==> src/rtl/pwm_pkg.sv <==
// Shared definitions for the PWM capture block.
//   SYNC_STAGES : depth of the pwm_in metastability synchronizer
//   FILTER_LEN  : consecutive equal samples needed by the optional glitch filter
//   pwm_state_e : measurement FSM states
package pwm_pkg;

    localparam int unsigned SYNC_STAGES = 2;
    localparam int unsigned FILTER_LEN  = 3;

    typedef enum logic [1:0] {
        StIdle,
        StArmed,
        StMeasure
    } pwm_state_e;

endpackage

==> src/rtl/pwm_in_sync.sv <==
// Synchronizer plus optional glitch filter for the asynchronous PWM input.
// Optional feature macro: PWM_CAPTURE_GLITCH_FILTER_EN (filter present when defined).
//   clk     : sole clock
//   rst_n   : asynchronous active-low reset
//   pwm_i   : raw asynchronous PWM waveform
//   level_o : filtered level (synchronizer output when the filter is absent)
module pwm_in_sync
    import pwm_pkg::*;
(
    input  logic clk,
    input  logic rst_n,
    input  logic pwm_i,
    output logic level_o
);

    logic [SYNC_STAGES-1:0] sync_q;
    logic                   synced;

    always_ff @(posedge clk or negedge rst_n) begin
        if (!rst_n) begin
            sync_q <= '0;
        end else begin
            sync_q <= {sync_q[SYNC_STAGES-2:0], pwm_i};
        end
    end

    assign synced = sync_q[SYNC_STAGES-1];

`ifdef PWM_CAPTURE_GLITCH_FILTER_EN
    // Window = current synchronized sample plus the previous FILTER_LEN-1 samples.
    // Output follows only when the whole window agrees, otherwise it holds.
    logic [FILTER_LEN-2:0] hist_q;
    logic [FILTER_LEN-1:0] window;
    logic                  level_q;
    logic                  level_d;

    assign window = {hist_q, synced};

    always_comb begin
        level_d = level_q;
        if (window == '1) begin
            level_d = 1'b1;
        end else if (window == '0) begin
            level_d = 1'b0;
        end
    end

    always_ff @(posedge clk or negedge rst_n) begin
        if (!rst_n) begin
            hist_q  <= '0;
            level_q <= 1'b0;
        end else begin
            hist_q  <= window[FILTER_LEN-2:0];
            level_q <= level_d;
        end
    end

    // Combinational output keeps the added latency at FILTER_LEN-1 cycles.
    assign level_o = level_d;
`else
    assign level_o = synced;
`endif

endmodule

==> src/rtl/pwm_capture.sv <==
// PWM period / high-time capture.
// Measures clk cycles between consecutive rising edges of the filtered input and the
// number of those cycles spent high. Optional feature macro: PWM_CAPTURE_GLITCH_FILTER_EN
// (3-sample glitch filter in front of the edge detector).
//   clk        : sole clock, rising edge
//   rst_n      : asynchronous active-low reset
//   enable     : measurement enable; low forces idle and holds the outputs
//   pwm_in     : asynchronous PWM waveform
//   period_out : cycles between the last two accepted rising edges
//   high_out   : high cycles within that period
//   valid      : one-cycle pulse when period_out/high_out update
//   timeout    : sticky, no rising edge for 2^bit_width-1 cycles; cleared by next result
//   level_out  : current filtered input level
module pwm_capture
    import pwm_pkg::*;
#(
    parameter int unsigned bit_width = 8
) (
    input  logic                 clk,
    input  logic                 rst_n,
    input  logic                 enable,
    input  logic                 pwm_in,
    output logic [bit_width-1:0] period_out,
    output logic [bit_width-1:0] high_out,
    output logic                 valid,
    output logic                 timeout,
    output logic                 level_out
);

    localparam logic [bit_width-1:0] CntMax = '1;
    localparam logic [bit_width-1:0] CntOne = bit_width'(1);

    logic level;
    logic level_prev_q;
    logic rise;

    pwm_state_e           state_q, state_d;
    logic [bit_width-1:0] period_cnt_q, period_cnt_d;
    logic [bit_width-1:0] high_cnt_q, high_cnt_d;
    logic [bit_width-1:0] period_q, period_d;
    logic [bit_width-1:0] high_q, high_d;
    logic                 valid_q, valid_d;
    logic                 timeout_q, timeout_d;

    pwm_in_sync u_pwm_in_sync (
        .clk     (clk),
        .rst_n   (rst_n),
        .pwm_i   (pwm_in),
        .level_o (level)
    );

    assign rise = level & ~level_prev_q;

    always_comb begin
        state_d      = state_q;
        period_cnt_d = period_cnt_q;
        high_cnt_d   = high_cnt_q;
        period_d     = period_q;
        high_d       = high_q;
        valid_d      = 1'b0;
        timeout_d    = timeout_q;

        case (state_q)
            StIdle: begin
                if (enable) begin
                    state_d = StArmed;
                end
            end
            StArmed: begin
                if (!enable) begin
                    state_d = StIdle;
                end else if (rise) begin
                    // First edge only opens the measurement window.
                    state_d      = StMeasure;
                    period_cnt_d = CntOne;
                    high_cnt_d   = CntOne;
                end
            end
            StMeasure: begin
                if (!enable) begin
                    state_d = StIdle;
                end else if (rise) begin
                    period_d     = period_cnt_q;
                    high_d       = high_cnt_q;
                    valid_d      = 1'b1;
                    timeout_d    = 1'b0;
                    period_cnt_d = CntOne;
                    high_cnt_d   = CntOne;
                end else if (period_cnt_q == CntMax) begin
                    // Saturate instead of wrapping; rearm for a fresh first edge.
                    timeout_d = 1'b1;
                    state_d   = StArmed;
                end else begin
                    // high_cnt moves with period_cnt or not at all, so high <= period.
                    period_cnt_d = period_cnt_q + CntOne;
                    high_cnt_d   = high_cnt_q + bit_width'(level);
                end
            end
            default: begin
                state_d = StIdle;
            end
        endcase
    end

    always_ff @(posedge clk or negedge rst_n) begin
        if (!rst_n) begin
            state_q      <= StIdle;
            level_prev_q <= 1'b0;
            period_cnt_q <= '0;
            high_cnt_q   <= '0;
            period_q     <= '0;
            high_q       <= '0;
            valid_q      <= 1'b0;
            timeout_q    <= 1'b0;
        end else begin
            state_q      <= state_d;
            level_prev_q <= level;
            period_cnt_q <= period_cnt_d;
            high_cnt_q   <= high_cnt_d;
            period_q     <= period_d;
            high_q       <= high_d;
            valid_q      <= valid_d;
            timeout_q    <= timeout_d;
        end
    end

    assign period_out = period_q;
    assign high_out   = high_q;
    assign valid      = valid_q;
    assign timeout    = timeout_q;
    assign level_out  = level;

endmodule

==> config.mk <==
export PLATFORM = sky130hd
export DESIGN_NAME = pwm_capture
export DESIGN_NICKNAME = d
export VERILOG_FILES = /design/src/rtl/pwm_pkg.sv /design/src/rtl/pwm_in_sync.sv /design/src/rtl/pwm_capture.sv
export SDC_FILE = /design/constraint.sdc
export NUM_CORES = 1
export LEC_CHECK = 0
export ABC_AREA = 1
export CAP_MARGIN = 20
export CORE_ASPECT_RATIO = 0.8
export CORE_MARGIN = 4
export CORE_UTILIZATION = 42
export DETAILED_ROUTE_END_ITERATION = 8
export GPL_TIMING_DRIVEN = 0
export HOLD_SLACK_MARGIN = 0.1
export PLACE_DENSITY = 0.63
export SLEW_MARGIN = 10
export SYNTH_ARGS = -nofsm -noshare
export SYNTH_HDL_FRONTEND = slang
export SYNTH_SLANG_ARGS = --single-unit
==> constraint.sdc <==
create_clock -name clk -period 3.31 [get_ports clk]
set_input_delay 0.331 -clock clk [delete_from_list [all_inputs] [get_ports clk]]
set_output_delay 0.331 -clock clk [all_outputs]
set_load 0.02 [all_outputs]
-- Yosys cells after proc, flatten, opt, wreduce, memory -nomap -nowiden
Cells that the tools add are included.
- input port bits: 4
- output and inout bits: 19
- logic and storage cells: 53
- flip-flop bits (word level): 39
- mux-type cells: 22
- eq/ne operators: 11
- reductions and logical operators: 7
- add/sub/neg operators: 2
- bitwise operators: 2
- operators with widths (kind ; count):
    $mux 8 ; 8
    $pmux 8 s2 ; 2
    $mux 2 ; 6
    $ne 3x3->1 const B ; 4
    $add 8x1->8 ; 1
    $add 8x1->8 const B ; 1
    $eq 8x8->1 const B ; 1
    $ne 2x2->1 const B ; 4
    $pmux 2 s3 ; 1
    $reduce_and 3->1 ; 2
    $mux 1 ; 5
    $reduce_and 5->1 ; 1
    $reduce_and 4->1 ; 1
    $reduce_bool 2->1 ; 2
    $eq 2x1->1 const B ; 1
    $eq 2x2->1 const B ; 1
    $logic_not 2->1 ; 1
    $and 1x1->1 ; 1
    $not 1->1 ; 1

-- Depth between registers and ports, before layout
Gate-level depths: netlist of the first run.
- depth after elaboration: 5
- depth in mapped cells: 8
- gate-level depth less buffers: 8

-- Cells and area by module
A second synthesis of the first run with hierarchy kept.
- cell total of the unflattened synthesis: 226
- area, all modules: 1874.3 um2
- by module, submodules not included (module ; area an instance (um2) ; seq. area each (um2) ; cells each ; instances):
    pwm_capture ; 1824.2 ; 925.9 ; 224 ; 1
    pwm_in_sync ; 50.0 ; 50.0 ; 2 ; 1

-- Least setup slack after synthesis of the first run
No wires, ideal clock.
- path type: register -> register
- start point: register u_pwm_in_sync.sync_q[1]
- end point: register high_cnt_q[4]
- clock period less this slack: 1.377 ns
- setup slack: 1.933 ns
- path buffers: 0
- setup time: 0.130 ns
- data arrival time: 1.247 ns
- cell stages (with the launch flop): 6
- data required time: 3.180 ns
- cell sequence: dfrtp_1 ha_1 ha_1 nand3_1 xor2_1 o21ai_0
- word-level cells in the longest chain between the ends: 5
- elaborated cells between the ends (all ways): 9
- those cells by class: add/sub (1); eq/ne (2); mux (4); bitwise (1); reduce/logical (1)
- ends and longest elaborated chain (item ; RTL line ; source):
    start: declaration ; pwm_in_sync.sv:16 ; logic [SYNC_STAGES-1:0] sync_q;
    start signal: assignment ; pwm_in_sync.sv:23 ; sync_q <= {sync_q[SYNC_STAGES-2:0], pwm_i};
    $add 8x1->8 ; pwm_capture.sv:96 ; high_cnt_d = high_cnt_q + bit_width'(level);
    $mux 8 ; pwm_capture.sv:89 ; end else if (period_cnt_q == CntMax) begin
    $mux 8 ; pwm_capture.sv:82 ; end else if (rise) begin
    $mux 8 ; pwm_capture.sv:80 ; if (!enable) begin
    $pmux 8 s2 ; pwm_capture.sv:63 ; case (state_q)
    end signal: assignment ; pwm_capture.sv:119 ; high_cnt_q <= high_cnt_d;
    end: declaration ; pwm_capture.sv:39 ; logic [bit_width-1:0] high_cnt_q, high_cnt_d;
Several ways; a longest one is shown, not always the timed one. The select of a mux whose other input is x is not followed.
A chain may end at the register's enable or synchronous reset.

-- Worst setup path after layout of the first run
- start point: register period_cnt_q[0]
- end point: register high_cnt_q[6]
- word-level cells in the longest chain between the ends: 3
- ends and longest elaborated chain (item ; RTL line ; source):
    start: declaration ; pwm_capture.sv:38 ; logic [bit_width-1:0] period_cnt_q, period_cnt_d;
    start signal: assignment ; pwm_capture.sv:118 ; period_cnt_q <= period_cnt_d;
    $eq 8x8->1 ; pwm_capture.sv:89 ;
    $ne 3x3->1 (no source line) ; n/a ;
    $reduce_and 5->1 (no source line) ; n/a ;
Every way passes these cells.

==> results of run 1 <==
==> flip-flops by register name (all words and copies together) (netlist names) <==
name / flops
high_cnt_q: 8
period_out: 8
high_out: 8
period_cnt_q: 8
valid: 1
timeout: 1
level_prev_q: 1
u_pwm_in_sync.sync_q: 2
state_q: 2
==> worst paths after layout <==
check / endpoint / cells past startpoint / from / slack, ns
worst max-delay path: high_cnt_q[6] / 6 / period_cnt_q[0] / 1.61
worst min-delay path: u_pwm_in_sync.sync_q[1] / 0 / u_pwm_in_sync.sync_q[0] / 0.36
worst max register to register: high_cnt_q[6] / 6 / period_cnt_q[0] / 1.61
worst min register to register: u_pwm_in_sync.sync_q[1] / 0 / u_pwm_in_sync.sync_q[0] / 0.36
max in group asynchronous: high_cnt_q[7] / 3 / rst_n / 2.40
min in group asynchronous: period_out[6] / 2 / rst_n / 0.47
==> per-layer routing <==
| metal | wire length [um] | part of all wire (%) |
|---|---|---|
| met1 | 1893 | 49 |
| met2 | 1750 | 45 |
| met3 | 163 | 4.2 |
| met4 | 69 | 1.8 |
| met5 | 0 | 0 |
==> through the flow <==
step           cell area [um2]  hold slack [ns]  util [%]  setup slack [ns]  total power (W)
6_report                  2285           0.3607     54.01             1.611         0.001188
5_1_grt                   2285           0.3731     54.01             1.365         0.001261
4_1_cts                   2285           0.3634     54.01             1.581         0.001205
3_5_place_dp              2157           0.2524     50.99             1.481        0.0007877
3_3_place_gp              2142           0.3328     50.64            0.9250        0.0007825
2_1_floorplan             1851          0.03541         -             1.933        0.0006851
==> cell families (layout without fill, tap and decap cells) <==
logic type / after synthesis / after routing
AND/OR/NAND/NOR: 117 / 117
buffers and inverters: 25 / 57
adder cells (fa/ha/maj): 3 / 3
flip-flops: 39 / 39
XOR/XNOR: 5 / 5
AO/OA/AOI/OAI: 31 / 31
==> synth_stat cells, types with 3 or more instances <==
cell / number
sky130_fd_sc_hd__o21ai_0: 20
sky130_fd_sc_hd__inv_1: 17
sky130_fd_sc_hd__xor2_1: 3
sky130_fd_sc_hd__nand2_2: 4
sky130_fd_sc_hd__nand3_1: 25
sky130_fd_sc_hd__nor2_1: 20
sky130_fd_sc_hd__ha_1: 3
sky130_fd_sc_hd__dfrtp_1: 39
sky130_fd_sc_hd__nand2_1: 59
sky130_fd_sc_hd__a21oi_1: 7
==> final cells by class <==
cell class / instances / share of cell area [%]
Buffer: 6 / 1.862
Tap cell: 57 / 3.122
Clock buffer: 6 / 3.614
Sequential cell: 39 / 42.72
Multi-Input combinational cell: 156 / 33.30
Inverter: 19 / 3.122
Clock inverter: 2 / 1.533
Timing Repair Buffer: 24 / 10.73
==> report_power, final <==
| group | total [W] | switching [W] | internal (W) |
|---|---|---|---|
| logic | 0.000210 | 0.000114 | 0.0000961 |
| clock network | 0.000412 | 0.000168 | 0.000244 |
| registers | 0.000566 | 0.0000382 | 0.000527 |
| total | 0.00119 | 0.000320 | 0.000867 |
==> results.md, run 1 <==
GRT:
- The number of global-route vias before repair is 1,464.
- The met2 routing resource usage after global routing is between 20 and 30%.
- For met1 alone, demand over resource in global routing was 21.45%.
- The maximum number of pins on one net before global-route repair is 27.
- In this run the most used layer during global routing was met2.
- The final global-route overflow total is 0.
- The global-route track usage on met3 is around 4.1%.
- The overall global routing resource usage is 16.30%.
- The initial antenna violation count is 0.
- The first global-routing pass estimated between 6 and 7 mm of wire.

Die:
- The floorplan step defined a die boundary enclosing 0.005538 mm2.
- The initialized floorplan defines 21 standard-cell rows.
- After floorplanning, the core was sized to cover about 0.0042 mm2.
- The die is 67.37 um tall.
- For this design the top-level I/O count stands at 23.
- In this run the horizontal extent of the chip is 82.21 um.
- For this configuration, the core starts out at a cell density of between 40% and 50%.

Synthesis:
- The cell taking the most area after synthesis is sky130_fd_sc_hd__dfrtp_1.
- The register bit count reported by yosys is 39.
- The simple logic cell fraction of the synthesized area is roughly 28%.
- The compound-gate portion of the synthesized area is under 10%.
- The portion of synthesized area spent on multiplexers is 0%.
- Ranked by total cell area, the synthesized netlist is headed by sky130_fd_sc_hd__dfrtp_1 53%, sky130_fd_sc_hd__nand2_1 12%, sky130_fd_sc_hd__nand3_1 6.8%.
- The count of mapped cells out of synthesis is 220.
- The synthesized-area fraction occupied by xor and xnor cells is 2.366%.
- The share of flip-flops with an asynchronous set or reset is 100.0%.
- After synthesis, the netlist uses 25 different library cells.
- Among all flip-flop cells after synthesis, the most frequent one is sky130_fd_sc_hd__dfrtp_1.
- By area, the combinational part of the netlist is dominated by simple AND/OR/NAND/NOR gates.
- The synthesized area is 0.001851 mm2.
- The total nets after synthesis is 227.
- The count of warnings emitted by yosys is 0.
- Summed over its instances, the top area cell type makes up roughly 53% of the synthesized netlist area.
- The count of flip-flops with a built-in enable after synthesis is 0.
- The fraction of the mapped netlist area in adder cells is slightly above 2%.
- For this run, the register share of the synthesized area comes to between 50% and 60%.
- The average instance in the mapped netlist occupies around 8.4 um2.

Worst setup path:
- The critical path class is flip-flop to flip-flop.
- For the worst setup path, the data arrival time is between 1.5 and 2 ns.
- The signal on the critical path passes through ha_1 > nand2_1 > nor2_1 > nand2_1 > nand4_1 > o21ai_0.
- The critical path capture point type is a flip-flop.
- The critical path contains buffers and inverters numbering 0 combined.
- At the worst endpoint, the required time is 3.52 ns.
- The largest individual stage delay along the critical path comes from the cell sky130_fd_sc_hd__dfrtp_1.
- In this design, the critical path's most frequently occurring cell is sky130_fd_sc_hd__nand2_1.
- The peak fanout along the critical path is 10.
- The startpoint type of the worst setup path is a flip-flop.
- The biggest cell delay along the critical path is ~0.43 ns.
- The gate family responsible for the most delay along the worst path is simple AND/OR/NAND/NOR gates.

Placed design:
- The weighted congestion at the end of routability-driven global placement is 0.7803.
- Counting tap cells, the placed design contains a total of 300 instances.
- Port buffering added 22 buffers.
- The half-perimeter wire length after detailed placement is roughly 2.8 mm.

Clock tree:
- The tree is rooted in a sky130_fd_sc_hd__clkbuf_8.
- In this run the deepest clock path goes through 2 buffers.
- The post-cts repair resize count is 0.
- After clock tree synthesis, the flow added hold-fix buffers numbering 1.
- The post-CTS setup buffer count is 0.
- TritonCTS built the clock tree.
- The clock insertion delay at the later pin of the skew report is 0.29 ns.
- The clock net sink count is 39.
- The H-tree depth reported by CTS is 2.
- After clock tree synthesis, the clock-pin slew on the worst setup and hold paths is around 0.08 ns.
- Buffers inserted during clock tree synthesis total 5.

Drt:
- For this run, design rule violations remaining after detail routing come to 0.
- After detailed routing, the total wire length is 3.876 mm.
- Across all layers, the routed design uses ~1,500 vias.
- After detailed routing, the average wire length per cell comes to between 10 and 15 um.
- The final antenna-violating net count is 0.
- The initial detailed-routing violation count is 32.
- The routed via count divided by cell count is 4.968.
- The pre-antenna-repair detailed-routing pass consisted of 6 iterations.

Finish:
- For this run, the post-layout net count is between 200 and 300.
- The share of layout cells above drive strength 1 is between 10 and 15%.
- The count of placed standard cells in the final layout, fillers left out is a little over 300.
- The sequential cells in the finished layout cover a total of roughly 980 um2.
- The number of inserted filler cells in the final layout is between 400 and 500.
- In the layout the commonest cells are 59 x sky130_fd_sc_hd__nand2_1, 39 x sky130_fd_sc_hd__dfrtp_1, 25 x sky130_fd_sc_hd__nand3_1.
- The area growth from synthesis to layout is 23.46%.
- The multi-input combinational cells in the finished layout cover a total of 760.7 um2.
- Leaving out fill and tap cells, the most frequent cell in the layout is sky130_fd_sc_hd__nand2_1.
- The count of antenna diodes in the layout is 0.

Timing:
- The total count of hold-check failures in the final report is 0.
- The highest attainable clock frequency is approximately 0.59 GHz.
- Setup repair after global routing left no endpoint under its margin.
- The number of failing setup endpoints in the final timing report is 0.
- The clock period could shrink to ~1.7 ns.
- For the pin with the worst max-slew slack, the measured transition is 0.4353 ns.
- The total count of max-transition violations in the final report is 0.
- The ratio of final minimum period to clock period is approximately half.
- The tightest slew margin relative to the limit is 70.89%.
- Adding up every negative setup slack in the final design gives 0 ns.
- The setup skew after layout is 0.005205 ns.

Job:
- The count of maximum capacitance violations is 0.

Pwr:
- The power per standard cell area is slightly above 500 mW/mm2.
- For this design the static power due to leakage is 1.060 nW.
- IR analysis of the VDD net gives a maximum drop of approximately 260 uV.

Run status:
- The flow ran to the end, and the final reports show no timing, DRC or antenna violations.

Min path:
- The type of the worst min-delay path is flip-flop to flip-flop.
Note: power is estimated with default switching activity, not from simulation.
==> run 2, diff against run 1 <==
clock period = 1.6 ns   (was 3.31 ns; I/O delays follow)
==> results.md, run 2 (same netlist as run 1, synthesis figures left out) <==
Run status:
- The flow ran to the end, and the final reports show no timing, DRC or antenna violations.

Die:
- The floorplan step set the die width to a little over 80 um.
- In this run the count of I/O pins placed on the die edge is 23.
- The core region is ~0.0042 mm2.
- The initialized floorplan defines 21 standard-cell rows.
- The area of the die is between 0.005 and 0.006 mm2.
- From bottom edge to top edge, the die measures a little under 70 um.
- For this configuration, the core starts out at a cell density of ~44%.

Clock tree:
- The clock transition at the registers of the reported paths is approximately 0.070 ns.
- The clock passes through at most 2 buffers.
- The root buffer cell chosen for the clock tree is sky130_fd_sc_hd__clkbuf_8.
- The number of buffers added by the clock tree synthesis step is 5.
- CTS built an H-tree with a depth of 2.
- The TritonCTS clock tree is done.
- Clock latency on the worst-skew pair, taken at its later pin, is around 0.29 ns.
- The clock net sink count is 39.

Finish:
- The finished layout holds 311 standard cells, fillers aside.
- Relative to the synthesized area, the layout overhead comes to 24.27%.
- The cell area after layout is 0.002300 mm2.
- The most frequent standard cell in the layout excluding fill and tap cells is sky130_fd_sc_hd__nand2_1.
- After filler insertion, the fill cell instance count of the layout stands at slightly above 400.
- The count of antenna diodes in the layout is 0.
- The number of nets at the end of the flow is 260.
- In the layout the commonest cells are 59 x sky130_fd_sc_hd__nand2_1, 39 x sky130_fd_sc_hd__dfrtp_1, 25 x sky130_fd_sc_hd__nand3_1.
- The share of layout cells above drive strength 1 is ~11%.

GRT:
- The first global-routing pass estimated between 6 and 7 mm of wire.
- The maximum number of pins on one net before global-route repair is 27.
- The final global-route overflow total is 0.
- The number of global-route vias before repair is ~1,500.
- The initial antenna violation count came to 0.
- The overall global routing resource usage is between 10% and 20%.

Worst setup path:
- By startpoint and endpoint, the worst setup path is classified as flip-flop to output port.
- Walking the worst path, the cells encountered are clkdlybuf4s50_1.
- The slowest cell on the critical path is sky130_fd_sc_hd__clkdlybuf4s50_1.
- The required time at the endpoint of the critical path is 1.44 ns.
- STA classifies the critical path startpoint as a flip-flop.
- Of all nets on the critical path, the largest fanout is 4.
- The largest single stage delay on the critical path is between 0.6 and 0.7 ns.
- The count of buffering cells on the critical path with inverters included is 1.
- STA classifies the critical path endpoint as an output port.
- The gate family responsible for the most delay along the worst path is buffers and inverters.
- The data arrival time of the critical path is between 1 and 1.5 ns.

Drt:
- The DRC violation count after routing is 0.
- The detail route stage leaves a number of antenna-violating nets equal to 0.
- For this block, the routed nets add up to ~3.8 mm of wire.
- For this block, the initial DRC count from the detailed router was between 40 and 50.
- For this block, the via count after detailed routing is roughly 1,600.
- The count of TritonRoute iterations in the first routing pass is 4.
- The routed via count divided by cell count is ~5.0.
- The per-cell routed wire length is ~12 um.

Pwr:
- The internal power summed over all cells is approximately 0.0018 W.
- Of the total power, registers draw between 40% and 50%.
- Net switching is between 20% and 30% of the power.
- The clock network accounts for between 30% and 40% of the total power.
- In this run the power density over the cells is between 1000 and 1500 mW/mm2.
- The worst-case IR drop observed on VDD is approximately 540 uV.
- The static power due to leakage is ~1.1 nW.
- Summed over all nets, the switching power comes to 0.0006651 W.
- Per report_power, the combinational group accounts for a little under a fifth of the total.

Placed design:
- The number of placed instances, taps included, is 300.
- The wire-length estimate of the detail-placed layout is ~2.8 mm.
- Routability-driven placement finished with a final weighted congestion of 0.7803.
- Input and output buffers added on the ports amount to 22.
- Summing all placed instances gives a cell area of between 0.002 and 0.0025 mm2.

Timing:
- The final critical path takes up 93.84% of the cycle.
- Based on the critical path, the design can be clocked at up to 0.6660 GHz.
- The tightest slew margin relative to the limit is a little under three quarters.
- The total count of max-transition violations in the final report was 0.
- The setup skew after layout is slightly above 0.005 ns.
- The number of failing setup endpoints in the final timing report is 0.
- The total count of hold-check failures in the final report was 0.
- The slew of the pin with the lowest slew margin is ~0.42 ns.
- The clock period could shrink to ~1.5 ns.
- Across all hold checks on the routed design, the worst slack comes to between 0.2 and 0.3 ns.

Min path:
- The type of the worst min-delay path is input port to async pin.

Job:
- The count of maximum capacitance violations is 0.
## run 2: cell count changes in the layout (fill, tap and decap cells not counted), sizes merged
cell  change
buf       +2
## run 2: final timing paths
check | start | endpoint | slack (ns) | cells past startpoint
worst max register to register | period_cnt_q[1] | period_cnt_q[6] | 0.14 | 8
worst min-delay path | rst_n | period_out[6] | 0.29 | 2
worst min register to register | u_pwm_in_sync.sync_q[0] | u_pwm_in_sync.sync_q[1] | 0.36 | 0
min in group clk | pwm_in | u_pwm_in_sync.sync_q[0] | 0.31 | 1
max in group asynchronous | rst_n | high_cnt_q[7] | 0.86 | 3
worst max-delay path | u_pwm_in_sync.sync_q[1] | level_out | 0.1 | 1
## run 2: power by group through the flow
| stage | combinational (W) | clock [W] | sequential [W] |
|---|---|---|---|
| floorplan | 0.000161 | 0 | 0.00126 |
| global placement | 0.000428 | 0 | 0.00119 |
| detailed placement | 0.000436 | 0 | 0.00119 |
| CTS | 0.000444 | 0.000878 | 0.00117 |
| global route | 0.000508 | 0.000932 | 0.00119 |
| finish | 0.000455 | 0.000850 | 0.00117 |
## run 2: cell type report
| class | count | area, um2 | share of cell area, % |
|---|---|---|---|
| plain buffers | 6 | 42.54 | 1.850 |
| clock buffers | 6 | 82.58 | 3.591 |
| clock inverters | 2 | 35.03 | 1.523 |
| inverters | 19 | 71.32 | 3.101 |
| multi-input cells | 156 | 760.7 | 33.08 |
| flip-flops and latches | 39 | 975.9 | 42.44 |
| well taps | 57 | 71.32 | 3.101 |
| repair buffers | 26 | 260.3 | 11.32 |
## run 2: repair_timing
item,4_1_cts,5_1_grt
endpoints found under the setup margin,10,7
endpoints found under the hold margin,39,0
setup buffers,1,1
hold buffers,1,0
gates resized for setup,0,1
## run 2: per-stage QoR
step	util (%)	TNS (ns)	power, W	setup slack (ns)
finish	54.36	0	0.002473	0.09860
CTS	54.19	0	0.002495	0.08447
floorplan	-	0	0.001417	0.2230
detailed placement	50.99	-1.000	0.001630	-0.1147
global route	54.36	-0.007863	0.002626	-0.007863
global placement	50.64	-24.69	0.001619	-0.6140
## run 2: layer usage
layer  up-vias  track usage (%)  wire (um)
li1        776                -          -
met1       734            21.45       1862
met2        34            25.20       1694
met3        10            4.133        196
met4         0            7.884         78
met5         -                0          0
==> run 3, diff against run 2 <==
CTS_CLUSTER_DIAMETER = 150   (was default)
==> results of run 3 <==
Final layout, timing and power as in run 2 (identical DEF).
